## src/rtl/ifq.sv

```systemverilog
// Instruction fetch queue: DEPTH-entry ring FIFO of {pc, instr, page_fault} between fetch and decode.
// Optional same-cycle empty-queue bypass from if_* to dec_* is enabled by defining IFQ_BYPASS_EN.
module ifq #(
  parameter int DEPTH = 4,
  parameter int PC_W  = 64
) (
  input  logic                       clk,
  input  logic                       rst,
  input  logic                       flush,
  input  logic                       if_valid,
  output logic                       if_ready,
  input  logic [PC_W-1:0]            if_pc,
  input  logic [31:0]                if_instr,
  input  logic                       if_page_fault,
  output logic                       dec_valid,
  input  logic                       dec_ready,
  output logic [PC_W-1:0]            dec_pc,
  output logic [31:0]                dec_instr,
  output logic                       dec_page_fault,
  output logic [$clog2(DEPTH):0]     level
);

  localparam int IDX_W = $clog2(DEPTH);
  localparam int PTR_W = IDX_W + 1;

  // Handshakes (both sides): a transfer happens on a rising clk edge where
  // valid && ready are both high; flush forces both readies/valids low.

  logic [PTR_W-1:0] wr_ptr_q, wr_ptr_d;
  logic [PTR_W-1:0] rd_ptr_q, rd_ptr_d;

  logic [PC_W-1:0]  pc_mem    [DEPTH];
  logic [31:0]      instr_mem [DEPTH];
  logic             pf_mem    [DEPTH];

  logic             empty;
  logic             full;
  logic             push;
  logic             pop;
  logic             wr_en;
  logic             rd_adv;
  logic             bypass_hit;
  logic [IDX_W-1:0] wr_idx;
  logic [IDX_W-1:0] rd_idx;

  assign wr_idx = wr_ptr_q[IDX_W-1:0];
  assign rd_idx = rd_ptr_q[IDX_W-1:0];
  assign empty  = (wr_ptr_q == rd_ptr_q);
  assign full   = (wr_idx == rd_idx) && (wr_ptr_q[IDX_W] != rd_ptr_q[IDX_W]);
  assign level  = wr_ptr_q - rd_ptr_q;

  always_comb begin
    if_ready = !full && !flush;
    push     = if_valid && if_ready;
`ifdef IFQ_BYPASS_EN
    bypass_hit = empty && !flush && if_valid;
`else
    bypass_hit = 1'b0;
`endif
    dec_valid = (!empty || bypass_hit) && !flush;
    pop       = dec_valid && dec_ready;
    // A bypassed entry consumed this cycle never touches storage or pointers.
    wr_en     = push && !(bypass_hit && dec_ready);
    rd_adv    = pop && !bypass_hit;
  end

  always_comb begin
    if (bypass_hit) begin
      dec_pc         = if_pc;
      dec_instr      = if_instr;
      dec_page_fault = if_page_fault;
    end else begin
      dec_pc         = pc_mem[rd_idx];
      dec_instr      = instr_mem[rd_idx];
      dec_page_fault = pf_mem[rd_idx];
    end
  end

  always_comb begin
    wr_ptr_d = wr_ptr_q;
    rd_ptr_d = rd_ptr_q;
    if (flush) begin
      wr_ptr_d = '0;
      rd_ptr_d = '0;
    end else begin
      if (wr_en)  wr_ptr_d = wr_ptr_q + PTR_W'(1);
      if (rd_adv) rd_ptr_d = rd_ptr_q + PTR_W'(1);
    end
  end

  always_ff @(posedge clk or posedge rst) begin
    if (rst) begin
      wr_ptr_q <= '0;
      rd_ptr_q <= '0;
    end else begin
      wr_ptr_q <= wr_ptr_d;
      rd_ptr_q <= rd_ptr_d;
    end
  end

  // Storage is intentionally unreset; dec_* contents are don't-care while dec_valid=0.
  always_ff @(posedge clk) begin
    if (wr_en) begin
      pc_mem[wr_idx]    <= if_pc;
      instr_mem[wr_idx] <= if_instr;
      pf_mem[wr_idx]    <= if_page_fault;
    end
  end

endmodule

```

## config.mk

```make
export PLATFORM = sky130hd
export DESIGN_NAME = ifq
export DESIGN_NICKNAME = d
export VERILOG_FILES = /design/src/rtl/ifq.sv
export SDC_FILE = /design/constraint.sdc
export NUM_CORES = 1
export LEC_CHECK = 0
export BUFFER_PORTS_ARGS = -buffer_cell sky130_fd_sc_hd__buf_2
export CORE_MARGIN = 1.5
export CORE_UTILIZATION = 30
export CTS_CLUSTER_SIZE = 16
export DETAILED_ROUTE_END_ITERATION = 10
export PLACE_DENSITY_LB_ADDON = 0.12
export REMOVE_ABC_BUFFERS = 1
export SLEW_MARGIN = 0
export SYNTH_ARGS = -nofsm -noshare
export SYNTH_HDL_FRONTEND = slang
export SYNTH_SLANG_ARGS = --single-unit
export TNS_END_PERCENT = 20
```

## constraint.sdc

```tcl
create_clock -name clk -period 5.17 [get_ports clk]
set_input_delay 0 -clock clk [delete_from_list [all_inputs] [get_ports clk]]
set_output_delay 0 -clock clk [all_outputs]
set_load 0.005 [all_outputs]
```

# After elaboration in Yosys (flattened, before gate mapping)
# Memory sizes are Yosys's and may differ from the RTL's.
# Cells that the tools add are included.
# W data, S select, Z words.
dict set report totals {
  regBits 6
  latch_bits 0
  ram_bits 388
  romBits 0
  in_bits 102
  output_inout_bits 102
  mem_count 3
}
dict set report classes {
  n_addsub 3
  n_mul 0
  n_div 0
  magnitude_cmp 0
  n_eq_ne 3
  shifts 0
  mux 6
  n_bitwise 0
  n_reduce_logical 10
}
# memory depth word_bits read_ports rd_clocked_by_memory_dff wr line_no
set mem_list {}
lappend mem_list {pc_mem 4 64 1 0 1 32} ;# logic [PC_W-1:0] pc_mem [DEPTH];
lappend mem_list {instr_mem 4 32 1 0 1 33} ;# logic [31:0] instr_mem [DEPTH];
lappend mem_list {pf_mem 4 1 1 0 1 34} ;# logic pf_mem [DEPTH];
# cell count
set ops {}
lappend ops {{$mux W3} 4}
lappend ops {{$add A3 B1 Y3 const B} 2}
lappend ops {{$logic_and A1 B1 Y1} 5}
lappend ops {{$reduce_bool A2 Y1} 2}
lappend ops {{$eq A3 B3 Y1} 1}
lappend ops {{$logic_not A1 Y1} 3}
lappend ops {{$sub A3 B3 Y3} 1}
lappend ops {{$eq A2 B2 Y1} 1}
lappend ops {{$mux W1} 2}
lappend ops {{$ne A1 B1 Y1} 1}

# Logic depth before layout (Yosys ltp)
dict set report depth {
  word_depth 7
  mapped_depth 6
  depth_no_buf 5
}

# Worst setup path before layout
# OpenSTA, ideal clock, no wires.
dict set report synth_path {
  kind {flip-flop to flip-flop}
  from {reg rd_ptr_q[1]}
  to {mem instr_mem[0][0] (enable)}
  setup_ns 0.467
  arrival_ns 3.684
  slack_ns 1.019
  stages_incl_launch_ff 7
  n_path_buf 1
  period_less_slack_ns 4.151
  path_cell_list {dfrtp_1 buf_2 inv_1 ha_1 and2_1 a21oi_1 and3_1}
}
dict set report synth_via {
  elab_chain_cells 7
}
# element line_no
set synth_rtl {}
lappend synth_rtl {{from (decl)} 30} ;# logic [PTR_W-1:0] rd_ptr_q, rd_ptr_d;
lappend synth_rtl {{from (signal assigned)} 97} ;# rd_ptr_q <= rd_ptr_d;
lappend synth_rtl {{$eq A2 B2 Y1} 49} ;# assign full = (wr_idx == rd_idx) && (wr_ptr_q[IDX_W] != rd_ptr_q[IDX_W]);
lappend synth_rtl {{$logic_and A1 B1 Y1} 49}
lappend synth_rtl {{$logic_not A1 Y1} 53} ;# if_ready = !full && !flush;
lappend synth_rtl {{$logic_and A1 B1 Y1} 53}
lappend synth_rtl {{via if_ready} 11} ;# output logic if_ready,
lappend synth_rtl {{$logic_and A1 B1 Y1} 54} ;# push = if_valid && if_ready;
lappend synth_rtl {{$mux W1} 103} ;# if (wr_en) begin
lappend synth_rtl {{$mux W1 (not written as such)} 105} ;# instr_mem[wr_idx] <= if_instr;
lappend synth_rtl {{to (decl)} 33}
# The timed path passes the listed nets, and every way through them passes these cells.

# Worst setup path in the final report
dict set report layout_path {
  from {reg rd_ptr_q[1]}
  to {mem instr_mem[1][14] (enable)}
}
dict set report layout_via {
  elab_chain_cells 7
}
# element line_no
set layout_rtl {}
lappend layout_rtl {{$eq A2 B2 Y1} 49}
lappend layout_rtl {{$logic_and A1 B1 Y1} 49}
lappend layout_rtl {{$logic_not A1 Y1} 53}
lappend layout_rtl {{$logic_and A1 B1 Y1} 53}
lappend layout_rtl {{$logic_and A1 B1 Y1} 54}
lappend layout_rtl {{$mux W1} 103}
lappend layout_rtl {{$mux W1 (not written as such)} 105}
# Every way passes these cells.

==> flow_summary_export.csv <==
group,metric,value,unit
status,status,"completed",
finish,area_growth,29.5,%
setup_path,r2r_cells,6,
setup_path,r2r-start,"rd_ptr_q[1]$_DFFE_PP0P_",
setup_path,critPathMaxStageDelay,0.87,ns
routing,drc,0,
placement,gp_congestion,0.728,
clock_tree,cts_max_level,2,
synthesis,synth_area_leaders,"edfxtp_1 (80%), mux4_2 (15%), dfrtp_1 (1.0%)",
grt,antenna_found_initial,6,
timing,setup_viol,0,
timing,drv_slew,0,
timing,timing.hold.ws,0.174,ns
clock_tree,clkTransAtPathRegs,0.06,ns
clock_tree,cts_buffers,44,
grt,first_global_vias,7795,
synthesis,synth-edff-count,388,
finish,nFillCells,4295,
timing,max_freq,0.302,GHz
timing,rsz0062_at_grt,"no",
setup_path,crit_chain,"inv_1, ha_1, and2_1, a21oi_1, and3_4, buf_4",
synthesis,netlist.area_leader.share,80.3,%
timing,max_slew_margin,42.6,%
setup_path,endpoint,"instr_mem[1][14]$_DFFE_PP_",
grt,grt_pass1_wl,48300,µm
job,max_cap_viol_count,0,
synthesis,yosysUniqueCellTypes,31,
power_and_ir_drop,p_leak,6.28,nW
power_and_ir_drop,vdd_ir_drop_max,261,µV
synthesis,syn_inst,572,
floorplanning,initial_core_util,30.4,%
floorplanning,rows,80,
clock_tree,insertion_delay,0.58,ns
grt,globalRouteTotalUtil,13.1,%
timing,period_share,64.1,%
clock_tree,cts_buffer_depth,3,
setup_path,cp_max_fo,46,
timing,timing.final.crit_period,3.32,ns
finish,nNetsFinal,1022,
synthesis,synth_warnings,0,
timing,finalClockSkew,0.0183,ns
setup_path,rr_endpoint,"instr_mem[1][14]$_DFFE_PP_",
synthesis,synth_top_cell_by_area,"edfxtp_1",
synthesis,synthArstFlopShare,1.52,%
floorplanning,die_h,223,µm
setup_path,cp-startpoint,"rd_ptr_q[1]$_DFFE_PP0P_",
synthesis,synth_flop_cell,"edfxtp_1",
floorplanning,dieArea,49700,µm²
setup_path,crit_path_end_kind,"register",
setup_path,cp-start-kind,"register",
floorplanning,fp.coreArea,47700,µm²
placement,port_buffers,203,
setup_path,slowest_stage,"dfrtp_4",
timing,setup_ws,1.85,ns
placement,hpwl,19400,µm
setup_path,reg2reg_slack,1.85,ns
placement,pre_cts_slack,1.80,ns
setup_path,crit_type,"reg2reg",
setup_path,cp.required,5.35,ns
routing,viasPerCell,4.57,
clock_tree,cts_sinks,394,
clock_tree,cts-root-buf,"clkbuf_16",
routing,drt-wirelength-per-cell,20.4,µm
grt,gr-total-overflow,0,
floorplanning,ios,204,
setup_path,worstPathArrival,3.49,ns
grt,grt_max_degree,55,
synthesis,synth.most_common_cell,"edfxtp_1",
synthesis,synthTopCellsByCount,"edfxtp_1 (388), mux4_2 (97), buf_2 (16)",
synthesis,avgSynthCellArea,25.4,µm²
floorplanning,die_x,223,µm
min_path,min_path_type,"in2reg",
finish,finish.utilization,39.4,%
clock_tree,cts_tree,"done",
power_and_ir_drop,fin_total_pwr,8.81,mW
synthesis,seq_area_frac_synth,81.3,%
routing,vias,7140,
timing,worst_pin_slew,0.861,ns
routing,drt_wl_total,31900,µm
power_and_ir_drop,power_density,469,nW/µm²
synthesis,syn_area,14500,µm²
clock_tree,cts_resized,0,
routing,ant_nets,0,
finish,drive_gt1_share,40.3,%
timing,hold_violations,0,
synthesis,synth_seq_cells,394,
routing,firstDrtPassIters,4,
routing,dr.first_iter.drc_count,364,
cell type report:
| cell class | count | area, µm² | share of cell area [%] |
|---|---|---|---|
| multi-input combinational | 147 | 2590 | 13.8 |
| timing repair buffer | 319 | 2200 | 11.7 |
| clock inverter | 25 | 225 | 1.20 |
| inverter | 6 | 22.5 | 0.120 |
| sequential | 394 | 11800 | 62.8 |
| antenna | 1 | 2.50 | 0.0133 |
| tap | 615 | 769 | 4.10 |
| clock buffer | 56 | 1170 | 6.21 |
worst min path at each step:
stage	startpoint	to	slack, ns	cells after the start
after floorplan	rst	rd_ptr_q[0]$_DFFE_PP0P_	-0.21	1
after global placement	rst	rd_ptr_q[2]$_DFFE_PP0P_	-0.05	2
after detailed placement	rst	rd_ptr_q[1]$_DFFE_PP0P_	-0.03	2
after CTS	if_pc[60]	pc_mem[2][60]$_DFFE_PP_	0.14	2
after global routing	if_instr[16]	instr_mem[2][16]$_DFFE_PP_	0.16	2
final	if_instr[19]	instr_mem[0][19]$_DFFE_PP_	0.17	2
worst max-delay path: cells and delay by family (launching register included):
family | cells | cell delay, ns
AND/OR/NAND/NOR | 2 | 0.47
buffers and inverters | 2 | 0.81
AO/OA/AOI/OAI | 1 | 0.38
flip-flops | 1 | 0.87
adder cells (fa/ha/maj) | 1 | 0.38
through the flow:
stage	instance area, µm²	std cells	TNS, ns
after global placement	16300	1376	0
after floorplan	14400	547	-987.45
after CTS	18800	1562	0
after global routing	18800	1563	0
final	18800	1563	0
after detailed placement	16300	1376	0
cell usage in the layout (no fill, tap or decap), types with 3 or more instances in the layout:
cell type and instances:
nand2_1 3, clkinv_2 8, or4_1 3, clkinv_1 8, a21oi_1 6, clkbuf_16 45, buf_4 7, ha_1 7
buf_2 203, and3_4 4, inv_1 6, buf_12 4, mux4_2 97, edfxtp_1 388, clkbuf_1 11, dlygate4sd3_1 105
nand3_1 3, dfrtp_1 4
layer usage:
layer / routed length [µm] / GRT usage [%] / up-vias / share of wire (%)
met4: 736 / 3.97 / 10 / 2.3
met3: 1900 / 3.95 / 65 / 6.0
met1: 13300 / 16.1 / 3721 / 42
met2: 15900 / 22.1 / 189 / 50
li1: - / - / 3155 / -
met5: 64 / 0 / - / 0.20
logic make-up (layout without fill, tap and decap cells):
family / count (synthesis) / in the layout / share of synthesized area (%)
other: 0 / 1 / 0
xor gates and xnor gates: 3 / 3 / 0.233
and+or+nand+nor: 28 / 28 / 1.23
AOI/OAI and AO/OA: 11 / 11 / 0.474
DFF: 394 / 394 / 81.3
muxes: 97 / 97 / 15.1
buffers and inverters: 31 / 406 / 0.940
adders and majority gates: 8 / 8 / 0.741
power breakdown:
part           internal, mW  switching (mW)
Sequential             3.82           0.167
Combinational         0.933           0.935
Clock                  1.72            1.24
registers in the layout, indices dropped and copies added, names as in the netlist:
| name | count |
|---|---|
| wr_ptr_q | 3 |
| instr_mem | 128 |
| pf_mem | 4 |
| rd_ptr_q | 3 |
| pc_mem | 256 |
repair_timing:
item                                   in CTS  in global routing
endpoints found under the hold margin     400                  0
hold buffers                              105                  0
buffers inserted                            0                  0
Power figures use the tool's default switching activity.
